[config.mk]
export PLATFORM = sky130hd
export DESIGN_NAME = sram_read_aligner
export DESIGN_NICKNAME = d
export VERILOG_FILES = /design/src/rtl/sram_cfg_pkg.sv /design/src/rtl/sram_lane_extract.sv /design/src/rtl/sram_read_aligner.sv
export SDC_FILE = /design/constraint.sdc
export NUM_CORES = 1
export LEC_CHECK = 0
export BUFFER_PORTS_ARGS = -buffer_cell sky130_fd_sc_hd__buf_2
export CAP_MARGIN = 25
export CORE_AREA = 4 4 117 119
export DETAILED_ROUTE_END_ITERATION = 10
export DIE_AREA = 0 0 121 123
export GPL_TIMING_DRIVEN = 0
export PLACE_DENSITY = 0.66
export SETUP_SLACK_MARGIN = 0.3
export SYNTH_ARGS = -nofsm -noshare
export SYNTH_HDL_FRONTEND = slang
export SYNTH_SLANG_ARGS = --single-unit
[constraint.sdc]
create_clock -name i_clk -period 3.8 [get_ports i_clk]
set_input_delay 0.38 -clock i_clk [delete_from_list [all_inputs] [get_ports i_clk]]
set_output_delay 0.38 -clock i_clk [all_outputs]
set_load 0.02 [all_outputs]
[src/rtl/sram_cfg_pkg.sv]
// Shared definitions for the configurable-aspect-ratio SRAM read/write paths:
// extension modes, conf/width relations and the per-request tag.
package sram_cfg_pkg;

    localparam logic [1:0] MODE_REP  = 2'b00;
    localparam logic [1:0] MODE_ZEXT = 2'b01;
    localparam logic [1:0] MODE_SEXT = 2'b10;

    // Tag fields are sized for the widest supported macro; users slice them down.
    localparam int TAG_CONF_W = 5;
    localparam int TAG_ADDR_W = 16;

    typedef struct packed {
        logic [TAG_CONF_W-1:0] conf;
        logic [TAG_ADDR_W-1:0] addr;
        logic [1:0]            mode;
    } tag_t;

    function automatic int conf_width(input int data_w, input int conf);
        return data_w >> conf;
    endfunction

    function automatic int max_legal_conf(input int data_w);
        return $clog2(data_w);
    endfunction

endpackage

[src/rtl/sram_lane_extract.sv]
// Combinational lane select plus replicate/zero/sign extension of one narrow word.
// Illegal conf values fall back to full width.
module sram_lane_extract
    import sram_cfg_pkg::*;
#(
    parameter  int DATA_W = 32,
    localparam int LANE_W = $clog2(DATA_W),
    localparam int CONF_W = $clog2(LANE_W + 1)
) (
    input  logic [DATA_W-1:0] i_rdata,
    input  logic [CONF_W-1:0] i_conf,
    input  logic [LANE_W-1:0] i_addr,
    input  logic [1:0]        i_mode,
    output logic [DATA_W-1:0] o_data
);

    logic [LANE_W:0][DATA_W-1:0] w_cand;
    logic [CONF_W-1:0]           w_conf_eff;

    assign w_cand[0] = i_rdata;

    for (genvar c = 1; c <= max_legal_conf(DATA_W); c++) begin : g_conf
        localparam int W = conf_width(DATA_W, c);

        logic [c-1:0]      w_k;
        logic [LANE_W-1:0] w_off;
        logic [W-1:0]      w_word;

        // Lane k starts at bit k*W; W is a power of two so this is a shift.
        assign w_k    = i_addr[c-1:0];
        assign w_off  = LANE_W'(w_k) << (LANE_W - c);
        assign w_word = i_rdata[w_off +: W];

        assign w_cand[c] = (i_mode == MODE_REP)  ? {(1 << c){w_word}} :
                           (i_mode == MODE_SEXT) ? {{(DATA_W - W){w_word[W-1]}}, w_word} :
                                                   {{(DATA_W - W){1'b0}}, w_word};
    end

    assign w_conf_eff = (i_conf > CONF_W'(LANE_W)) ? '0 : i_conf;
    assign o_data     = w_cand[w_conf_eff];

endmodule

[src/rtl/sram_read_aligner.sv]
// Read-data aligner: tracks request tags across the fixed SRAM latency, aligns the
// returned word and queues it in a credit-gated response FIFO.
module sram_read_aligner
    import sram_cfg_pkg::*;
#(
    parameter  int DATA_W     = 32,
    parameter  int RD_LAT     = 1,
    parameter  int FIFO_DEPTH = 2,
    localparam int LANE_W     = $clog2(DATA_W),
    localparam int CONF_W     = $clog2(LANE_W + 1)
) (
    input  logic              i_clk,
    input  logic              i_rst_n,
    input  logic              i_req_valid,
    output logic              o_req_ready,
    input  logic [CONF_W-1:0] i_req_conf,
    input  logic [LANE_W-1:0] i_req_addr,
    input  logic [1:0]        i_req_mode,
    input  logic [DATA_W-1:0] i_sram_rdata,
    output logic              o_rsp_valid,
    input  logic              i_rsp_ready,
    output logic [DATA_W-1:0] o_rsp_data
);

    localparam int PTR_W = (FIFO_DEPTH > 1) ? $clog2(FIFO_DEPTH) : 1;
    localparam int CNT_W = $clog2(FIFO_DEPTH + 1);

    tag_t              r_tag [RD_LAT];
    logic [RD_LAT-1:0] r_tvld;
    logic [DATA_W-1:0] r_mem [FIFO_DEPTH];
    logic [PTR_W-1:0]  r_wptr;
    logic [PTR_W-1:0]  r_rptr;
    logic [CNT_W-1:0]  r_occ;
    logic [CNT_W-1:0]  r_cnt;

    tag_t              w_tag_in;
    tag_t              w_tag_out;
    logic              w_accept;
    logic              w_cap;
    logic              w_pop;
    logic [DATA_W-1:0] w_aligned;

    function automatic logic [PTR_W-1:0] ptr_inc(input logic [PTR_W-1:0] p);
        return (p == PTR_W'(FIFO_DEPTH - 1)) ? '0 : p + 1'b1;
    endfunction

    always_comb begin
        w_tag_in      = '0;
        w_tag_in.conf = TAG_CONF_W'(i_req_conf);
        w_tag_in.addr = TAG_ADDR_W'(i_req_addr);
        w_tag_in.mode = i_req_mode;
    end

    // Credits cover both in-flight tags and queued words, so capture never overflows.
    assign o_req_ready = (r_cnt < CNT_W'(FIFO_DEPTH));
    assign o_rsp_valid = (r_occ != '0);
    assign o_rsp_data  = r_mem[r_rptr];

    assign w_accept  = i_req_valid && o_req_ready;
    assign w_pop     = o_rsp_valid && i_rsp_ready;
    assign w_cap     = r_tvld[RD_LAT-1];
    assign w_tag_out = r_tag[RD_LAT-1];

    sram_lane_extract #(
        .DATA_W (DATA_W)
    ) u_extract (
        .i_rdata (i_sram_rdata),
        .i_conf  (w_tag_out.conf[CONF_W-1:0]),
        .i_addr  (w_tag_out.addr[LANE_W-1:0]),
        .i_mode  (w_tag_out.mode),
        .o_data  (w_aligned)
    );

    always_ff @(posedge i_clk or negedge i_rst_n) begin
        if (!i_rst_n) begin
            r_tvld <= '0;
            for (int i = 0; i < RD_LAT; i++) r_tag[i] <= '0;
        end else begin
            r_tvld[0] <= w_accept;
            r_tag[0]  <= w_tag_in;
            for (int i = 1; i < RD_LAT; i++) begin
                r_tvld[i] <= r_tvld[i-1];
                r_tag[i]  <= r_tag[i-1];
            end
        end
    end

    always_ff @(posedge i_clk or negedge i_rst_n) begin
        if (!i_rst_n) begin
            for (int i = 0; i < FIFO_DEPTH; i++) r_mem[i] <= '0;
            r_wptr <= '0;
            r_rptr <= '0;
            r_occ  <= '0;
            r_cnt  <= '0;
        end else begin
            if (w_cap) begin
                r_mem[r_wptr] <= w_aligned;
                r_wptr        <= ptr_inc(r_wptr);
            end
            if (w_pop) r_rptr <= ptr_inc(r_rptr);

            case ({w_cap, w_pop})
                2'b10:   r_occ <= r_occ + 1'b1;
                2'b01:   r_occ <= r_occ - 1'b1;
                default: r_occ <= r_occ;
            endcase

            case ({w_accept, w_pop})
                2'b10:   r_cnt <= r_cnt + 1'b1;
                2'b01:   r_cnt <= r_cnt - 1'b1;
                default: r_cnt <= r_cnt;
            endcase
        end
    end

    a_no_overflow: assert property (@(posedge i_clk) disable iff (!i_rst_n)
        w_cap |-> ((r_occ < CNT_W'(FIFO_DEPTH)) || w_pop));

endmodule

# After elaboration in Yosys (flattened, before gate mapping)
# Index checks and enable logic that the tools add are counted.
# Widths: inputs -> output; s select.
[op_classes] add_sub_neg=6 order_cmp=6 n_eq_ne=5 shift=5 mux=23 n_bitwise=2 reduce_logical=7
[ops] cell="$mux 32" n=15
[ops] cell="$bmux 32 s3" n=1
[ops] cell="$bwmux 64" n=1
[ops] cell="$demux 32 s1" n=1
[ops] cell="$shiftx 32x6->1" n=1
[ops] cell="$shiftx 32x6->16" n=1
[ops] cell="$shiftx 32x6->2" n=1
[ops] cell="$shiftx 32x6->4" n=1
[ops] cell="$shiftx 32x6->8" n=1
[ops] cell="$pmux 2 s2" n=2
[ops] cell="$eq 2x2->1 const B" n=3
[ops] cell="$reduce_bool 2->1" n=3
[ops] cell="$add 2x1->2 const B" n=2
[ops] cell="$eq 2x1->1 const B" n=2
[ops] cell="$ge 2x2->1 const B" n=2
[ops] cell="$lt 3x4->1 const B" n=1
[ops] cell="$not 1->2" n=2
[ops] cell="$sub 2x1->2 const B" n=2
[ops] cell="$gt 3x3->1 const B" n=1
[ops] cell="$logic_and 1x1->1" n=3
[ops] cell="$mux 3" n=1
[ops] cell="$add 1x1->1 const B" n=2
[ops] cell="$logic_not 2->1" n=1
[ops] cell="$lt 2x1->1 const B" n=1
[ops] cell="other kinds (2)" n=3
[totals] regBits=81 input_bits=46 output_inout_bits=34 elab_cells=64

# Longest topological paths before layout
[depth] word_depth=6 depth_mapped=10

# By module
# From an unflattened synthesis, not the netlist that was laid out.
[hier_totals] hier_cells=516 area_unflattened_um2=5799.3
[by_module_without_submodules] module="sram_read_aligner" n_inst=1 cells_each=207 area_per_inst_um2=3316.9
[by_module_without_submodules] module="sram_lane_extract" n_inst=1 cells_each=309 area_per_inst_um2=2482.4

# Worst setup path after synthesis
# OpenSTA, ideal clock, no wires.
[synth_timing] path_type="reg2reg" start="register r_tag[2] in the netlist's numbering" end="register r_mem[17] in the netlist's numbering" setup_ps=130 arrival_ps=2060 required_ps=3670 setup_slack_ps=1610 path_stages_with_launch=11 cell_sequence="dfrtp_1 buf_6 buf_6 mux2_1 and3_1 or2_1 buf_4 a221oi_1 nor3_1 nor2_1 o21ai_1"
[synth_via] elab_chain_cells=6 elab_cells_between_ends=18
[synth_rtl] item="start: declaration" line_no="sram_read_aligner.sv:28" source="tag_t r_tag [RD_LAT];"
[synth_rtl] item="start signal: indexed assignment" line_no="sram_read_aligner.sv:83" source="r_tag[i] <= r_tag[i-1];"
[synth_rtl] item="$shiftx 32x6->16, or another cell as far along" line_no="sram_lane_extract.sv:32" source="assign w_word = i_rdata[w_off +: W];"
[synth_rtl] item="$mux 32" line_no="sram_lane_extract.sv:35" source="(i_mode == MODE_SEXT) ? {{(DATA_W - W){w_word[W-1]}}, w_word} :"
[synth_rtl] item="$mux 32" line_no="sram_lane_extract.sv:34" source="assign w_cand[c] = (i_mode == MODE_REP) ? {(1 << c){w_word}} :"
[synth_rtl] item="$bmux 32 s3 (*)" line_no="sram_lane_extract.sv:40" source="assign o_data = w_cand[w_conf_eff];"
[synth_rtl] item="$mux 32 (not written as such) (*)" line_no="sram_lane_extract.sv:40"
[synth_rtl] item="$bwmux 64 (*)" line_no="sram_read_aligner.sv:97" source="r_mem[r_wptr] <= w_aligned;"
[synth_rtl] item="end signal: indexed assignment" line_no="sram_read_aligner.sv:97"
[synth_rtl] item="end: declaration" line_no="sram_read_aligner.sv:30" source="logic [DATA_W-1:0] r_mem [FIFO_DEPTH];"
# Every way passes the cells marked *; elsewhere a longest branch is shown, timed or not. The select of a mux whose other input is x is not followed.
# A chain may end at the register's enable or synchronous reset.

# Final worst setup path
[layout_timing] start="register r_tag[19] in the netlist's numbering" end="register r_mem[24] in the netlist's numbering"
[layout_via] elab_chain_cells=5
[layout_rtl] item="$gt 3x3->1" line_no="sram_lane_extract.sv:39" source="assign w_conf_eff = (i_conf > CONF_W'(LANE_W)) ? '0 : i_conf;"
[layout_rtl] item="$mux 3 (*)" line_no="sram_lane_extract.sv:39"
[layout_rtl] item="$bmux 32 s3 (*)" line_no="sram_lane_extract.sv:40"
[layout_rtl] item="$mux 32 (not written as such) (*)" line_no="sram_lane_extract.sv:40"
[layout_rtl] item="$bwmux 64 (*)" line_no="sram_read_aligner.sv:97"
# Marked as above.

==> impl_metrics.tcl <==
set metrics [dict create \
    status "finished, violations left" \
    violations "hold timing" \
    synth_cells 581 \
    synth-simple-area-share_pct 14.4 \
    tightest_slew_ns 0.759 \
    fin_skew_ns 0.00752 \
    async_flop_share_pct 100 \
    cp.arrival_ns 3.00 \
    power_density_mw_per_mm2 678 \
    yosysWarnings 0 \
    cts_root_buf "clkbuf_16" \
    grt_pass1_vias 5172 \
    setup_tns_ns 0 \
    clk_pin_slew_ns 0.06 \
    critPathLaunchType "flip-flop" \
    synth.yosys.seq_area_share_pct 36.2 \
    ys_seq_elements 81 \
    overflow 0 \
    drv_slew 0 \
    synth_area_leaders "dfrtp_1, mux2_2, mux4_2" \
    viasPerCell 6.09 \
    timing.fmax_mhz 365 \
    grt_pass1_wl_um 28600 \
    synthXorXnorAreaFrac_pct 1.25 \
    die_area_mm2 0.0149 \
    cts_made_buffers 9 \
    cp.buffers_inverters 1 \
    synth.top_cell.area_share_pct 36.2 \
    io_pins 80 \
    grt_use_total_pct 24.8 \
    synth_area_mm2 0.00560 \
    worstPathCellList "clkbuf_1, a21boi_4, o21ai_2, nor4_2, a21oi_2, o31ai_1, nand3_1, a31oi_1" \
    synth_compound_area_share_pct 21.3 \
    crit_type "reg -> reg" \
    num_vias 5172 \
    h-tree-depth 3 \
    ys.flop_type "dfrtp_1" \
    fill_cells 1174 \
    hold_viol_final 17 \
    clock-sinks 81 \
    cts_resized 0 \
    irDropWorstVdd_uv 244 \
    total_leakage_power_nw 2.80 \
    drive_gt1_share_pct 27.2 \
    dr.pass1.iters 5 \
    syn-num-nets 629 \
    setup_viol 0 \
    detailed_place_hpwl_um 13400 \
    start_util_pct 44.5 \
    io_buffers 79 \
    synth.distinct_cells 67 \
    cp_max_fo 10 \
    synth-adder-area-share_pct 0.447 \
    grt_max_degree 50 \
    fin_nets 720 \
    place_congestion 0.991 \
    critPathRequiredTime_ns 4.06 \
    critical-path-top-delay-family "compound AO/OA/AOI/OAI gates" \
    cts_post_setup_buffers_inserted 0 \
    cts_tree "built" \
    chipHeight_um 123 \
    post-route-drc-count 0 \
    drt-initial-drc-count 474 \
    synthToLayoutAreaGrowth_pct 17.9 \
    ant_nets 0 \
    antenna_cells 0 \
    fp.dieW_um 121 \
    worst_setup_path_end_kind "flip-flop" \
    synth_edf_count 0 \
    antenna_found_initial 0 \
    synth_top_family_by_area "compound AO/OA/AOI/OAI gates" \
    min_period_over_period_pct 72.0 \
    yosys.area.top_type "dfrtp_1" \
    hold_ws_ns -0.00617 \
    max_stage_delay_ns 0.69 \
    relSlewSlack_pct 49.0 \
    muxShareOfSynthArea_pct 20.9 \
    cts_buffer_depth 2 \
    cts_hold_buf 0 \
    drv_cap 0 \
    min_path_type "in -> async" \
    cpMaxStageDelayCell "nor4_2" \
    wl_per_cell_um 20.9 \
    clk_latency_ns 0.35 \
    rsz0062_at_grt "false" \
    synth.avg_cell_area_um2 9.63 \
    period_minus_slack_ns 2.74 \
    core-area_mm2 0.0126 \
    drt-total-wl_um 17800 \
    rows 41 \
]
[power by group]
| part | total [W] | internal (W) | leakage, nW | switching, W |
|---|---|---|---|---|
| registers | 0.00142 | 0.00123 | 0.952 | 0.000188 |
| clock network | 0.00107 | 0.000709 | 0.170 | 0.000356 |
| logic | 0.00199 | 0.000820 | 1.68 | 0.00117 |
[routing by layer]
metal | track usage, % | part of all wire [%]
met1 | 33.2 | 44
met2 | 40.1 | 47
met3 | 4.76 | 6.5
met4 | 9.70 | 2.8
met5 | 0 | 0
[cell type report]
type,instances,area (µm²),share of cell area (%)
Buffer,49,274,4.15
Clock buffer,11,233,3.53
Clock inverter,5,128,1.93
Inverter,10,37.5,0.569
Multi-Input combinational cell,441,3260,49.4
Sequential cell,81,2030,30.7
Tap cell,172,215,3.26
Timing Repair Buffer,80,425,6.45
[state kept, by name (all words and copies together) (netlist names)]
register  cells
r_tag        10
r_wptr        1
r_mem        64
r_tvld        1
r_cnt         2
r_occ         2
r_rptr        1
[Yosys cell counts, types with 3 or more instances]
| library cell | number |
|---|---|
| a311oi_1 | 3 |
| a221oi_1 | 6 |
| a221o_1 | 9 |
| and3_1 | 4 |
| a211o_1 | 4 |
| nand2_1 | 73 |
| and2_1 | 3 |
| or2_2 | 3 |
| xor2_1 | 3 |
| nor2_1 | 52 |
| mux4_2 | 14 |
| xnor2_1 | 5 |
| nand2_2 | 3 |
| mux4_1 | 9 |
| nor2b_1 | 6 |
| o211ai_1 | 8 |
| clkbuf_1 | 29 |
| o21ai_1 | 23 |
| inv_1 | 10 |
| buf_6 | 6 |
| o21ai_0 | 11 |
| nor3_1 | 5 |
| mux2_2 | 40 |
| buf_2 | 5 |
| a31oi_1 | 40 |
| a211oi_1 | 6 |
| o311ai_1 | 3 |
| buf_4 | 5 |
| a21oi_1 | 30 |
| nand3_1 | 18 |
| mux2i_1 | 14 |
| nand2b_1 | 9 |
| dfrtp_1 | 81 |
[cells in the final DEF, fill, tap and decap left out, drive strengths merged, types with 5 or more instances in the layout]
| cell type | count |
|---|---|
| mux2i | 14 |
| buf | 99 |
| a31oi | 41 |
| inv | 10 |
| xnor2 | 5 |
| a221oi | 6 |
| a221o | 9 |
| o21ai | 36 |
| dfrtp | 81 |
| nand2 | 76 |
| nor3 | 5 |
| o211ai | 8 |
| mux2 | 42 |
| nor2 | 52 |
| a211oi | 6 |
| clkbuf | 41 |
| mux4 | 23 |
| a21oi | 32 |
| nor2b | 6 |
| nand2b | 9 |
| nand3 | 18 |
[logic make-up (layout without fill, tap and decap cells)]
family,Yosys count,count (layout)
AND/OR/NAND/NOR,182,182
buffers and inverters,59,155
adder cells (fa/ha/maj),2,2
multiplexers,79,79
flip-flops,81,81
AO/OA/AOI/OAI,170,170
XOR/XNOR,8,8
[stage by stage]
stage | total power [W] | setup slack [ns] | utilization, % | area [µm²] | std cells
floorplan | 0.00281 | 1.61 | - | 5600 | 581
global placement | 0.00337 | 1.15 | 49.4 | 6210 | 832
detailed placement | 0.00343 | 1.15 | 49.6 | 6240 | 833
CTS | 0.00450 | 1.10 | 52.5 | 6600 | 849
global route | 0.00475 | 0.845 | 52.5 | 6600 | 849
finish | 0.00447 | 1.06 | 52.5 | 6600 | 849
[worst paths after layout]
kind	cells past startpoint	slack (ns)	startpoint	endpoint
setup / recovery	8	1.06	r_tag[19]	r_mem[24]
hold / removal	1	-0.006	i_rst_n	r_mem[25]
setup reg to reg	8	1.06	r_tag[19]	r_mem[24]
hold reg to reg	1	0.46	r_occ[1]	r_occ[1]
max in group asynchronous	2	3.22	i_rst_n	r_mem[56]
min in group i_clk	1	0.14	i_req_addr[0]	r_tag[2]
Power figures use the tool's default switching activity.
